==> src/rtl/mem_access_unit_if.sv <==
`default_nettype none
// ============================================================================
// mem_access_unit_if : data-memory bus between the MEM stage and memory
// Rev 1.0
// ============================================================================
interface mem_access_unit_if #(
  parameter int WIDTH = 16
);
  logic             dmem_read;
  logic             dmem_write;
  logic [WIDTH-1:0] dmem_address;
  logic [WIDTH-1:0] dmem_wdata;
  logic [1:0]       dmem_byte_enable;
  logic [WIDTH-1:0] dmem_rdata;
  logic             dmem_resp;

  modport master (
    output dmem_read, dmem_write, dmem_address, dmem_wdata, dmem_byte_enable,
    input  dmem_rdata, dmem_resp
  );

  modport slave (
    input  dmem_read, dmem_write, dmem_address, dmem_wdata, dmem_byte_enable,
    output dmem_rdata, dmem_resp
  );
endinterface
`default_nettype wire

==> src/rtl/mem_access_unit.sv <==
`default_nettype none
// ============================================================================
// mem_access_unit : LC-3b MEM-stage sequencer for LDR/LDB/LDI/STR/STB/STI
// Rev 1.0
// ============================================================================
module mem_access_unit #(
  parameter int WIDTH = 16
) (
  input  wire logic             clk,
  input  wire logic             reset_n,
  input  wire logic             mem_valid_in,
  input  wire logic [3:0]       mem_opcode_in,
  input  wire logic [WIDTH-1:0] mem_addr_in,
  input  wire logic [WIDTH-1:0] mem_store_data_in,
  output logic      [WIDTH-1:0] mem_data_out,
  output logic                  mem_done,
  output logic                  stall,
  mem_access_unit_if.master     dmem
);

  localparam logic [3:0] c_OP_LDB = 4'b0010;
  localparam logic [3:0] c_OP_STB = 4'b0011;
  localparam logic [3:0] c_OP_LDR = 4'b0110;
  localparam logic [3:0] c_OP_STR = 4'b0111;
  localparam logic [3:0] c_OP_LDI = 4'b1010;
  localparam logic [3:0] c_OP_STI = 4'b1011;

  typedef enum logic [1:0] {
    S_IDLE    = 2'd0,
    S_ACCESS1 = 2'd1,
    S_ACCESS2 = 2'd2,
    S_DONE    = 2'd3
  } state_t;

  state_t           r_state;
  logic [3:0]       r_op;
  logic             r_byte_sel;
  logic             r_read;
  logic             r_write;
  logic [WIDTH-1:0] r_address;
  logic [WIDTH-1:0] r_wdata;
  logic [1:0]       r_be;
  logic [WIDTH-1:0] r_data_out;
  logic             r_done;

  logic             w_is_mem;
  logic             w_accept;
  logic             w_is_byte;
  logic             w_is_store_first;
  logic [WIDTH-1:0] w_addr_next;
  logic [WIDTH-1:0] w_wdata_next;
  logic [1:0]       w_be_next;
  logic             w_indirect;
  logic [7:0]       w_ld_byte;

  always_comb begin
    w_is_mem = (mem_opcode_in == c_OP_LDB) || (mem_opcode_in == c_OP_STB) ||
               (mem_opcode_in == c_OP_LDR) || (mem_opcode_in == c_OP_STR) ||
               (mem_opcode_in == c_OP_LDI) || (mem_opcode_in == c_OP_STI);
    w_is_byte        = (mem_opcode_in == c_OP_LDB) || (mem_opcode_in == c_OP_STB);
    w_is_store_first = (mem_opcode_in == c_OP_STR) || (mem_opcode_in == c_OP_STB);
    w_accept         = (r_state == S_IDLE) && mem_valid_in && w_is_mem;
    // Byte ops present the exact byte address; word ops drop bit 0.
    w_addr_next  = w_is_byte ? mem_addr_in : {mem_addr_in[WIDTH-1:1], 1'b0};
    w_wdata_next = (mem_opcode_in == c_OP_STB) ?
                   {mem_store_data_in[7:0], mem_store_data_in[7:0]} : mem_store_data_in;
    w_be_next    = 2'b11;
    if (mem_opcode_in == c_OP_STB) begin
      w_be_next = mem_addr_in[0] ? 2'b10 : 2'b01;
    end
    w_indirect = (r_op == c_OP_LDI) || (r_op == c_OP_STI);
    w_ld_byte  = r_byte_sel ? dmem.dmem_rdata[15:8] : dmem.dmem_rdata[7:0];
  end

  // The acceptance cycle stalls combinationally so the instruction holds in MEM.
  assign stall = reset_n &&
                 (w_accept || (r_state == S_ACCESS1) || (r_state == S_ACCESS2));

  always_ff @(posedge clk or negedge reset_n) begin
    if (!reset_n) begin
      r_state    <= S_IDLE;
      r_op       <= 4'd0;
      r_byte_sel <= 1'b0;
      r_read     <= 1'b0;
      r_write    <= 1'b0;
      r_address  <= '0;
      r_wdata    <= '0;
      r_be       <= 2'b00;
      r_data_out <= '0;
      r_done     <= 1'b0;
    end else begin
      case (r_state)
        S_IDLE: begin
          r_done <= 1'b0;
          if (w_accept) begin
            r_state    <= S_ACCESS1;
            r_op       <= mem_opcode_in;
            r_byte_sel <= mem_addr_in[0];
            r_address  <= w_addr_next;
            r_wdata    <= w_wdata_next;
            r_be       <= w_be_next;
            r_read     <= !w_is_store_first;
            r_write    <= w_is_store_first;
          end
        end
        S_ACCESS1: begin
          if (dmem.dmem_resp) begin
            if (w_indirect) begin
              // Read data is the pointer for the second access.
              r_state   <= S_ACCESS2;
              r_address <= {dmem.dmem_rdata[WIDTH-1:1], 1'b0};
              r_be      <= 2'b11;
              r_read    <= (r_op == c_OP_LDI);
              r_write   <= (r_op == c_OP_STI);
            end else begin
              r_state <= S_DONE;
              r_done  <= 1'b1;
              r_read  <= 1'b0;
              r_write <= 1'b0;
              if (r_op == c_OP_LDR) begin
                r_data_out <= dmem.dmem_rdata;
              end else if (r_op == c_OP_LDB) begin
                r_data_out <= {{(WIDTH-8){1'b0}}, w_ld_byte};
              end
            end
          end
        end
        S_ACCESS2: begin
          if (dmem.dmem_resp) begin
            r_state <= S_DONE;
            r_done  <= 1'b1;
            r_read  <= 1'b0;
            r_write <= 1'b0;
            if (r_op == c_OP_LDI) begin
              r_data_out <= dmem.dmem_rdata;
            end
          end
        end
        S_DONE: begin
          r_state <= S_IDLE;
          r_done  <= 1'b0;
        end
        default: begin
          r_state <= S_IDLE;
          r_done  <= 1'b0;
          r_read  <= 1'b0;
          r_write <= 1'b0;
        end
      endcase
    end
  end

  assign dmem.dmem_read        = r_read;
  assign dmem.dmem_write       = r_write;
  assign dmem.dmem_address     = r_address;
  assign dmem.dmem_wdata       = r_wdata;
  assign dmem.dmem_byte_enable = r_be;
  assign mem_data_out          = r_data_out;
  assign mem_done              = r_done;

endmodule
`default_nettype wire

==> src/flat_wrapper.sv <==
// flat-port wrapper written by rule: the top's interface ports become plain ports
module mem_access_unit_flat 
#(
  parameter int WIDTH = 16
)
  (clk, reset_n, mem_valid_in, mem_opcode_in, mem_addr_in, mem_store_data_in, mem_data_out, mem_done, stall, dmem_dmem_read, dmem_dmem_write, dmem_dmem_address, dmem_dmem_wdata, dmem_dmem_byte_enable, dmem_dmem_rdata, dmem_dmem_resp);
  mem_access_unit_if #(.WIDTH(WIDTH)) dmem_i ();
  input  wire logic clk;
  input  wire logic reset_n;
  input  wire logic mem_valid_in;
  input  wire logic [3:0] mem_opcode_in;
  input  wire logic [WIDTH-1:0] mem_addr_in;
  input  wire logic [WIDTH-1:0] mem_store_data_in;
  output logic      [WIDTH-1:0] mem_data_out;
  output logic mem_done;
  output logic stall;
  output wire logic [$bits(dmem_i.dmem_read)-1:0] dmem_dmem_read;
  output wire logic [$bits(dmem_i.dmem_write)-1:0] dmem_dmem_write;
  output wire logic [$bits(dmem_i.dmem_address)-1:0] dmem_dmem_address;
  output wire logic [$bits(dmem_i.dmem_wdata)-1:0] dmem_dmem_wdata;
  output wire logic [$bits(dmem_i.dmem_byte_enable)-1:0] dmem_dmem_byte_enable;
  input wire logic [$bits(dmem_i.dmem_rdata)-1:0] dmem_dmem_rdata;
  input wire logic [$bits(dmem_i.dmem_resp)-1:0] dmem_dmem_resp;
  assign dmem_dmem_read = dmem_i.dmem_read;
  assign dmem_dmem_write = dmem_i.dmem_write;
  assign dmem_dmem_address = dmem_i.dmem_address;
  assign dmem_dmem_wdata = dmem_i.dmem_wdata;
  assign dmem_dmem_byte_enable = dmem_i.dmem_byte_enable;
  assign dmem_i.dmem_rdata = dmem_dmem_rdata;
  assign dmem_i.dmem_resp = dmem_dmem_resp;
  mem_access_unit #(.WIDTH(WIDTH)) u_core (.clk(clk), .reset_n(reset_n), .mem_valid_in(mem_valid_in), .mem_opcode_in(mem_opcode_in), .mem_addr_in(mem_addr_in), .mem_store_data_in(mem_store_data_in), .mem_data_out(mem_data_out), .mem_done(mem_done), .stall(stall), .dmem(dmem_i));
endmodule
==> config.mk <==
export PLATFORM = sky130hd
export DESIGN_NAME = mem_access_unit_flat
export DESIGN_NICKNAME = d
export VERILOG_FILES = /design/src/rtl/mem_access_unit_if.sv /design/src/rtl/mem_access_unit.sv /design/src/flat_wrapper.sv
export SDC_FILE = /design/constraint.sdc
export NUM_CORES = 1
export LEC_CHECK = 0
export BUFFER_PORTS_ARGS = -buffer_cell sky130_fd_sc_hd__clkbuf_2
export CAP_MARGIN = 20
export CORE_MARGIN = 5
export CORE_UTILIZATION = 23
export DETAILED_ROUTE_END_ITERATION = 8
export PLACE_DENSITY = 0.51
export SLEW_MARGIN = 20
export SYNTH_ARGS = -nofsm -noshare
export SYNTH_HDL_FRONTEND = slang
export SYNTH_SLANG_ARGS = --single-unit
==> constraint.sdc <==
create_clock -name clk -period 2.2 [get_ports clk]
set_input_delay 0.44 -clock clk [delete_from_list [all_inputs] [get_ports clk]]
set_output_delay 0.44 -clock clk [all_outputs]
set_load 0.005 [all_outputs]
# After elaboration in Yosys (flattened, before gate mapping)
# Index checks and enable logic that the tools add are counted.
[totals]
latch_bits = 0
output_inout_bits = 54
inputBits = 56
reg_bits = 60
memories = 0
ram_bits = 0
mem_bits_ro = 0
[op_classes]
n_addsub = 0
n_reduce_logical = 24
shift = 0
mux = 38
n_eq_ne = 20
n_mul = 0
bitwise_logic = 0
n_lt_le_gt_ge = 0
div_mod_pow = 0
[ops]
columns = ["cell", "count"]
rows = [
  ["2-to-1 mux 16 bit", 10],
  ["case mux 16 bit (2 select lines)", 2],
  ["equality test 4 bit (second input constant)", 4],
  ["2-to-1 mux 2 bit", 8],
  ["equality test 4 x 2 -> 1 bit (second input constant)", 3],
  ["equality test 4 x 3 -> 1 bit (second input constant)", 3],
  ["2-to-1 mux 1 bit", 12],
  ["logical OR 1 bit", 9],
  ["case mux 1 bit (3 select lines)", 3],
  ["2-to-1 mux 8 bit", 1],
  ["case mux 2 bit (4 select lines)", 1],
  ["AND reduction 4 bit", 2],
  ["inequality test 2 x 1 -> 1 bit (second input constant)", 3],
  ["inequality test 2 bit (second input constant)", 3],
  ["AND reduction 3 bit", 2],
  ["AND reduction 6 bit", 1],
  ["equality test 2 bit (second input constant)", 2],
  ["case mux 2 bit (2 select lines)", 1],
  ["nonzero test 2 bit", 2],
  ["logical AND 1 bit", 3],
  ["inequality test 3 bit (second input constant)", 1],
  ["nonzero test 3 bit", 1],
  ["equality test 2 x 1 -> 1 bit (second input constant)", 1],
  ["logical NOT 2 bit", 1],
  ["other kinds (3)", 3],
]

# Longest topological paths before layout
# Gate-level depths: netlist of run 1.
[logic_depth]
word_depth = 10
mapped_depth = 8

# Least setup slack after synthesis of run 1
# Ideal clock, no wire load.
[synth_timing]
path_type = "flip-flop to flip-flop"
startpoint = "register u_core.r_state[1]"
endpoint = "register u_core.r_data_out[1] (netlist: u_core.mem_data_out[1])"
setup_slack_ns = 0.112
stages_incl_launch_ff = 9
required_time_ns = 2.075
setup_ns = 0.125
t_arrival_ns = 1.963
path_cell_list = "dfrtp_1 inv_1 ha_1 buf_6 o21ba_4 a31o_4 nor3_4 buf_12 mux2_4"
[synth_via]
elab_chain_cells = 3
word_cells_on_any_way = 10
cone_classes = "7 x eq/ne; 1 x mux; 2 x reduce/logical"
[synth_lines]
columns = ["item", "line_no", "rtl"]
rows = [
  ["start: declaration", "mem_access_unit.sv:35", "state_t r_state;"],
  ["start signal: assignment", "mem_access_unit.sv:81", "r_state <= S_IDLE;"],
  ["start signal: assignment", "mem_access_unit.sv:96", "r_state <= S_ACCESS1;"],
  ["start signal: assignment", "mem_access_unit.sv:110", "r_state <= S_ACCESS2;"],
  ["equality test 2 x 1 -> 1 bit or equality test 2 bit (tied branches)", "mem_access_unit.sv:92", "case (r_state)"],
  ["inequality test 3 bit (no source line), or another cell as far along", "--", ""],
  ["AND reduction 6 bit (no source line)", "--", ""],
  ["end signal: assignment", "mem_access_unit.sv:121", "r_data_out <= dmem.dmem_rdata;"],
  ["end signal: assignment", "mem_access_unit.sv:123", "r_data_out <= {{(WIDTH-8){1'b0}}, w_ld_byte};"],
  ["end signal: assignment", "mem_access_unit.sv:135", "r_data_out <= dmem.dmem_rdata;"],
  ["end: declaration", "mem_access_unit.sv:43", "logic [WIDTH-1:0] r_data_out;"],
]
# Several ways; a longest one is shown, not always the timed one.
# A chain may end at the register's enable or synchronous reset.

# Worst setup path in the final report of run 1
[layout_timing]
startpoint = "register u_core.r_state[1]"
endpoint = "register u_core.r_data_out[5] (netlist: u_core.mem_data_out[5])"
# Same word-level chain as after synthesis.

==> results of run 1 <==
final timing paths:
kind / slack (ps) / to / cells after the start / from
setup / recovery: 80 / u_core.mem_data_out[5]$_DFFE_PN0P_ / 8 / u_core.r_state[1]$_DFFE_PN0P_
hold / removal: 330 / u_core.dmem.dmem_address[0]$_DFFE_PN0P_ / 2 / reset_n
setup reg to reg: 80 / u_core.mem_data_out[5]$_DFFE_PN0P_ / 8 / u_core.r_state[1]$_DFFE_PN0P_
hold reg to reg: 480 / u_core.dmem.dmem_wdata[13]$_DFFE_PN0P_ / 2 / u_core.dmem.dmem_wdata[13]$_DFFE_PN0P_
max in group asynchronous: 1370 / u_core.dmem.dmem_address[13]$_DFFE_PN0P_ / 2 / reset_n
min in group clk: 370 / u_core.dmem.dmem_wdata[2]$_DFFE_PN0P_ / 2 / mem_store_data_in[2]
per-stage QoR:
stage          total power [mW]  setup WS [ps]  hold slack [ps]
2_1_floorplan             3.508          112.3            144.4
3_3_place_gp              4.499          172.7            467.6
3_5_place_dp              4.549          87.92            473.9
4_1_cts                   5.949          21.36            351.0
5_1_grt                   6.312          24.87            358.3
6_report                  5.873          84.25            326.5
synthesized netlist by cell type, drive strengths merged:
cell type,count
a21boi,1
a22oi,1
mux2i,16
o21ba,1
dfrtp,60
nand2,21
a31o,1
nor3,1
ha,4
and4bb,1
a21oi,3
a31oi,1
nor2,11
a211o,1
and4b,1
nand3b,1
clkbuf,4
nor3b,2
o21ai,9
buf,5
inv,11
a211oi,1
o22ai,1
and2b,1
nand3,3
a41oi,1
mux2,63
nand2b,5
nor2b,1
or2,1
sequential cells by signal, summed over array words and instances (netlist names):
signal,cells
u_core.dmem.dmem_address,16
u_core.dmem.dmem_byte_enable,2
u_core.dmem.dmem_read,1
u_core.dmem.dmem_wdata,16
u_core.dmem.dmem_write,1
u_core.mem_data_out,16
u_core.mem_done,1
u_core.r_byte_sel,1
u_core.r_op,4
u_core.r_state,2
metal layers:
layer	global-route usage, %	part of all wire, %	vias up	wire length [um]
met1	12.56	41	1064	3241
met2	18.07	53	40	4138
met4	4.360	2.3	0	181
met3	3.019	3.7	11	290
met5	0	0	-	0
li1	-	-	1066	-
power groups by stage:
stage | Combinational [mW] | Sequential [mW] | Clock (mW)
after detailed placement | 2.56 | 1.99 | 0
final | 2.61 | 1.98 | 1.29
after global placement | 2.53 | 1.97 | 0
after floorplan | 1.54 | 1.97 | 0
after global routing | 2.87 | 2.05 | 1.38
after CTS | 2.63 | 1.98 | 1.34
logic make-up after synthesis:
logic type / Yosys count / share of synthesized area [%]
and+or+nand+nor: 49 / 8.678
DFF: 60 / 51.04
adders and majority gates: 4 / 1.701
buffers and inverters: 20 / 3.658
AOI/OAI and AO/OA: 21 / 5.105
muxes: 79 / 29.82
critical path, delay by kind of cell, from the launching register on:
family	cells	cell delay, ps
AOI/OAI and AO/OA	2	440
buffers and inverters	3	430
DFF	1	410
muxes	1	340
and+or+nand+nor	1	210
adders and majority gates	1	160
layout make-up:
type | instances | area share (%)
multi-input combinational | 153 | 33.54
clock buffer | 12 | 6.554
clock inverter | 2 | 0.2462
timing repair buffer | 122 | 16.43
inverter | 11 | 1.015
tap | 172 | 5.292
sequential | 60 | 36.92
what timing repair did:
| item | in CTS | in global routing |
|---|---|---|
| setup buffers | 0 | 3 |
| hold buffers | 0 | 0 |
| endpoints found under the hold margin | 0 | 0 |
| setup endpoints to repair | 1 | 1 |
| cloned | 0 | 0 |
| gates resized for setup | 6 | 3 |
==> qor.txt, run 1 <==
status = completed
maximum clock path buffer count = 2
die height = 123.1 um
switching component of the power = 1.921 mW
CTS sink cnt = 60
Synth Cell Area = 2942 um^2
Max Freq = 0.4726 GHz
Cell Pwr Density = 1444 nW/um^2
Final Max Tran Viols = 0
fill count = 1303
Tmin final = 2116 ps
worst-path fanout max = 16
Synth area leaders = dfrtp_1 (51%), mux2_2 (23%), mux2i_1 (5.4%), nand2_1 (2.7%), ha_1 (1.7%)
Synth top area share = 51.04%
Synth Warn # = 0
Avg Vias per Cell = 4.100
Seq pwr share = 33.6%
Internal = 3.952 mW
Synth Net Count = 293
Sw Share = 32.71%
most frequent cells in the layout = clkbuf_2 (109), mux2_2 (61), dfrtp_1 (60)
Seq/Total Area, Yosys = 51.04%
DRT Pass-1 Iters = 4
worst hold path class = in -> async
CP max stage cell = dfrtp_1
Slew headroom = 47.60%
Post-route DRC = 0
# diodes = 0
Yosys top cell by area = dfrtp_1
clock buffer count from CTS = 9
wirelength, routed = 7852 um
clk slew on worst S/H paths = 50 ps
critical path capture point type = flip-flop
Worst Path Arrival = 2320 ps
CORE AREA = 12570 um^2
Setup violations, final = 0
Clock Skews = 6.948 ps
Initial Utilization = 23.40%
critical path cell sequence = inv_2 > ha_4 > buf_4 > o21ba_4 > a31o_4 > nor3_4 > buf_12 > mux2_2
Yosys reg bits = 60
Syn Area/Cell = 12.62 um^2
first-pass GRT wire length = 12340 um
Clock Latency Late Sink = 320 ps
commonest non-fill, non-tap cell in the layout = clkbuf_2
critical path class = reg -> reg
dpl hpwl = 6023 um
die width = 123.1 um
setup TNS = 0 ps
die area = 15150 um^2
IO Port Bufs = 109
Critical Path RT = 2400 ps
DR WL/cell = 14.76 um
routability cong. = 0.7404
RSZ-0062 raised after global routing = no
final period utilization = 96.17%
Lkg Pwr = 1.900 nW
I/O pins = 110
Final Hold Vio Count = 0
H-tree Lvls = 3
Yosys cell types = 37
gr ovfl total = 0
CTS tree = yes
layout cells sized above 1 = 59.17%
Clock Root Buffer = clkbuf_16
Reg area = 1501 um^2
dpl cells = 515
initial antenna violation count = 0
post-route ant nets = 0
Rows = 41
Max Cap Viol = 0
VDD IR-drop max = 0.4660 mV
footprint of the multi-input gates = 1364 um^2
vias = 2181
Worst Setup Start Kind = flip-flop
Slowest Stage Delay on Critical Path = 410 ps
Post-Syn Instances = 233
P&R area growth vs syn = 38.24%
Clock power frac = 22.0%
DR iter-0 viols = 60
Design Area, Final = 4066 um^2
Core Util, Final = 32.35%
post-place instance area = 3736 um^2
Worst Tran Pin Value = 786.0 ps
Layout Cells excl Fill = 532
Comb power frac = 44.4%
largest net degree at the start of global routing = 61
Final Net Count = 417
Tot GR Track Use = 10.61%
vias in the first global route = 2327
(Power assumes the default switching activity.)
==> run 2: changes to the inputs <==
--- a/config.mk
+++ b/config.mk
@@ -5,6 +5,7 @@
 export SDC_FILE = /design/constraint.sdc
 export NUM_CORES = 1
 export LEC_CHECK = 0
+export ABC_CLOCK_PERIOD_IN_PS = 1900
 export BUFFER_PORTS_ARGS = -buffer_cell sky130_fd_sc_hd__clkbuf_2
 export CAP_MARGIN = 20
 export CORE_MARGIN = 5
==> constraint.sdc (replaced) <==
create_clock -name clk -period 1.9 [get_ports clk]
set_input_delay 0.38 -clock clk [delete_from_list [all_inputs] [get_ports clk]]
set_output_delay 0.38 -clock clk [all_outputs]
set_load 0.005 [all_outputs]
==> run 2 against run 1 <==
Compared with the run above: the run now ends with setup timing left; final area up 8.1%; setup slack worse by 120 ps; hold slack worse by 78 ps; critical endpoint is now u_core.dmem.dmem_address[0]$_DFFE_PN0P_; largest cell class unchanged; power up 29%; sequential power up 15%; critical path type unchanged; first-iteration DRC count up 45%; utilization up 2.6 points; critical path depth unchanged; register-to-register slack worse by 120 ps; via count up 6.8%.
==> qor.txt, run 2 (synthesis results as in run 1) <==
CP max stage cell = dfrtp_1
P&R area growth vs syn = 49.47%
gr ovfl total = 0
CTS sink cnt = 60
failing checks = setup timing
worst hold path class = in -> async
critical path cell sequence = buf_6 > ha_4 > buf_8 > nor2b_4 > a41oi_2 > a21oi_4 > clkbuf_16 > mux2_2
Clock Latency Late Sink = 330 ps
Worst Setup Start Kind = flip-flop
Tmin final = 1937 ps
Post-route DRC = 0
worst hold slack = 249.0 ps
RR Endpoint = u_core.dmem.dmem_address[0]$_DFFE_PN0P_
Final Hold Vio Count = 0
critical path capture point type = flip-flop
Reg area = 1501 um^2
Buf+Inv Stages, Crit Path = 3
Cell Pwr Density = 1723 nW/um^2
CORE AREA = 12570 um^2
wirelength, routed = 8707 um
Critical Path RT = 2120 ps
Tot GR Track Use = 11.58%
FF-to-FF setup slack = -40 ps
worst setup path endpoint = u_core.dmem.dmem_address[0]$_DFFE_PN0P_
H-tree Lvls = 3
Clock Root Buffer = clkbuf_16
Lkg Pwr = 2.092 nW
critical path class = reg -> reg
Setup violations, final = 15
Clock Skews = 7.117 ps
vias = 2330
status = complete, but fails checks
footprint of the multi-input gates = 1481 um^2
CTS tree = yes
routability cong. = 0.7335
Rows = 41
largest net degree at the start of global routing = 61
Slowest Stage Delay on Critical Path = 390 ps
path depth of the worst reg2reg path = 8
fill count = 1249
post-layout power = 7.576 mW
Critical Path Stages = 8
VDD IR-drop max = 0.6653 mV
die height = 123.1 um
clk slew on worst S/H paths = 50 ps
Worst Path Arrival = 2150 ps
die area = 15150 um^2
first-pass GRT wire length = 13130 um
most frequent cells in the layout = clkbuf_2 (107), dfrtp_1 (60), mux2_2 (44)
post-route ant nets = 0
DR WL/cell = 15.77 um
crit-path leading delay family = buffers and inverters
IO Port Bufs = 109
Final WS setup = -36.79 ps
clock buffer count from CTS = 9
Max Cap Viol = 0
DRT Pass-1 Iters = 4
pre-CTS setup slack = -2.306 ps
layout cells sized above 1 = 62.37%
vias in the first global route = 2470
Worst setup startpoint = u_core.r_state[0]$_DFFE_PN0P_
DR iter-0 viols = 87
initial antenna violation count = 1
Worst Tran Pin Value = 786.7 ps
worst-path fanout max = 7
RSZ-0062 raised after global routing = yes
maximum clock path buffer count = 2
Max Freq = 0.5163 GHz
Final Net Count = 435
# diodes = 0
dpl hpwl = 6006 um
RR Startpoint = u_core.r_state[0]$_DFFE_PN0P_
Slew headroom = 47.55%
die width = 123.1 um
Initial Utilization = 23.40%
commonest non-fill, non-tap cell in the layout = clkbuf_2
Avg Vias per Cell = 4.221
final period utilization = 101.9%
Final Max Tran Viols = 0
I/O pins = 110
run 2: changes by cell type in the layout (fill, tap and decap cells not counted), sizes merged:
cell,delta
clkinvlp,+1
clkinv,+1
buf,+18
run 2: final cells by class:
type | instances | area share [%]
flip-flops and latches | 60 | 34.15
multi-input cells | 153 | 33.69
repair buffers | 140 | 19.75
clock buffers | 12 | 6.061
well taps | 172 | 4.895
inverters | 11 | 0.9391
clock inverters | 4 | 0.5122
run 2: worst min path at each step:
stage | endpoint | slack (ps) | cells past startpoint
2_1_floorplan | u_core.dmem.dmem_address[0]$_DFFE_PN0P_ | 80 | 0
3_3_place_gp | u_core.dmem.dmem_wdata[11]$_DFFE_PN0P_ | 470 | 2
3_5_place_dp | u_core.dmem.dmem_wdata[12]$_DFFE_PN0P_ | 480 | 2
4_1_cts | u_core.r_byte_sel$_DFFE_PN0P_ | 280 | 2
5_1_grt | u_core.dmem.dmem_wdata[3]$_DFFE_PN0P_ | 280 | 2
6_report | u_core.r_op[3]$_DFFE_PN0P_ | 250 | 2
run 2: routing by layer:
metal / wire (um) / track usage [%] / up-vias
met5: 7 / 0 / -
met4: 100 / 4.152 / 2
met3: 802 / 5.215 / 11
met2: 4010 / 18.21 / 97
met1: 3786 / 14.04 / 1119
li1: - / - / 1101
run 2: stage by stage:
stage / utilization, % / TNS [ps] / cell area, um^2 / std cells
floorplan: - / -482.3 / 2957 / 233
global placement: 30.26 / 0 / 3804 / 522
detailed placement: 30.26 / -6.370 / 3804 / 522
CTS: 33.07 / -475.4 / 4156 / 543
global route: 34.98 / -1944 / 4397 / 552
finish: 34.98 / -276.9 / 4397 / 552
run 2: repair_timing:
action | in CTS | in global routing
hold endpoints to repair | 0 | 0
cloned | 0 | 3
buffers inserted | 5 | 6
hold buffers | 0 | 0
resized for setup | 7 | 30
endpoints found under the setup margin | 8 | 34
pin swaps | 1 | 0
run 2: power by group:
| part | total, mW | internal (mW) | switching [mW] |
|---|---|---|---|
| Combinational | 3.73 | 2.17 | 1.56 |
| Sequential | 2.27 | 1.92 | 0.359 |
| Clock | 1.57 | 0.981 | 0.591 |
| Total | 7.58 | 5.07 | 2.51 |
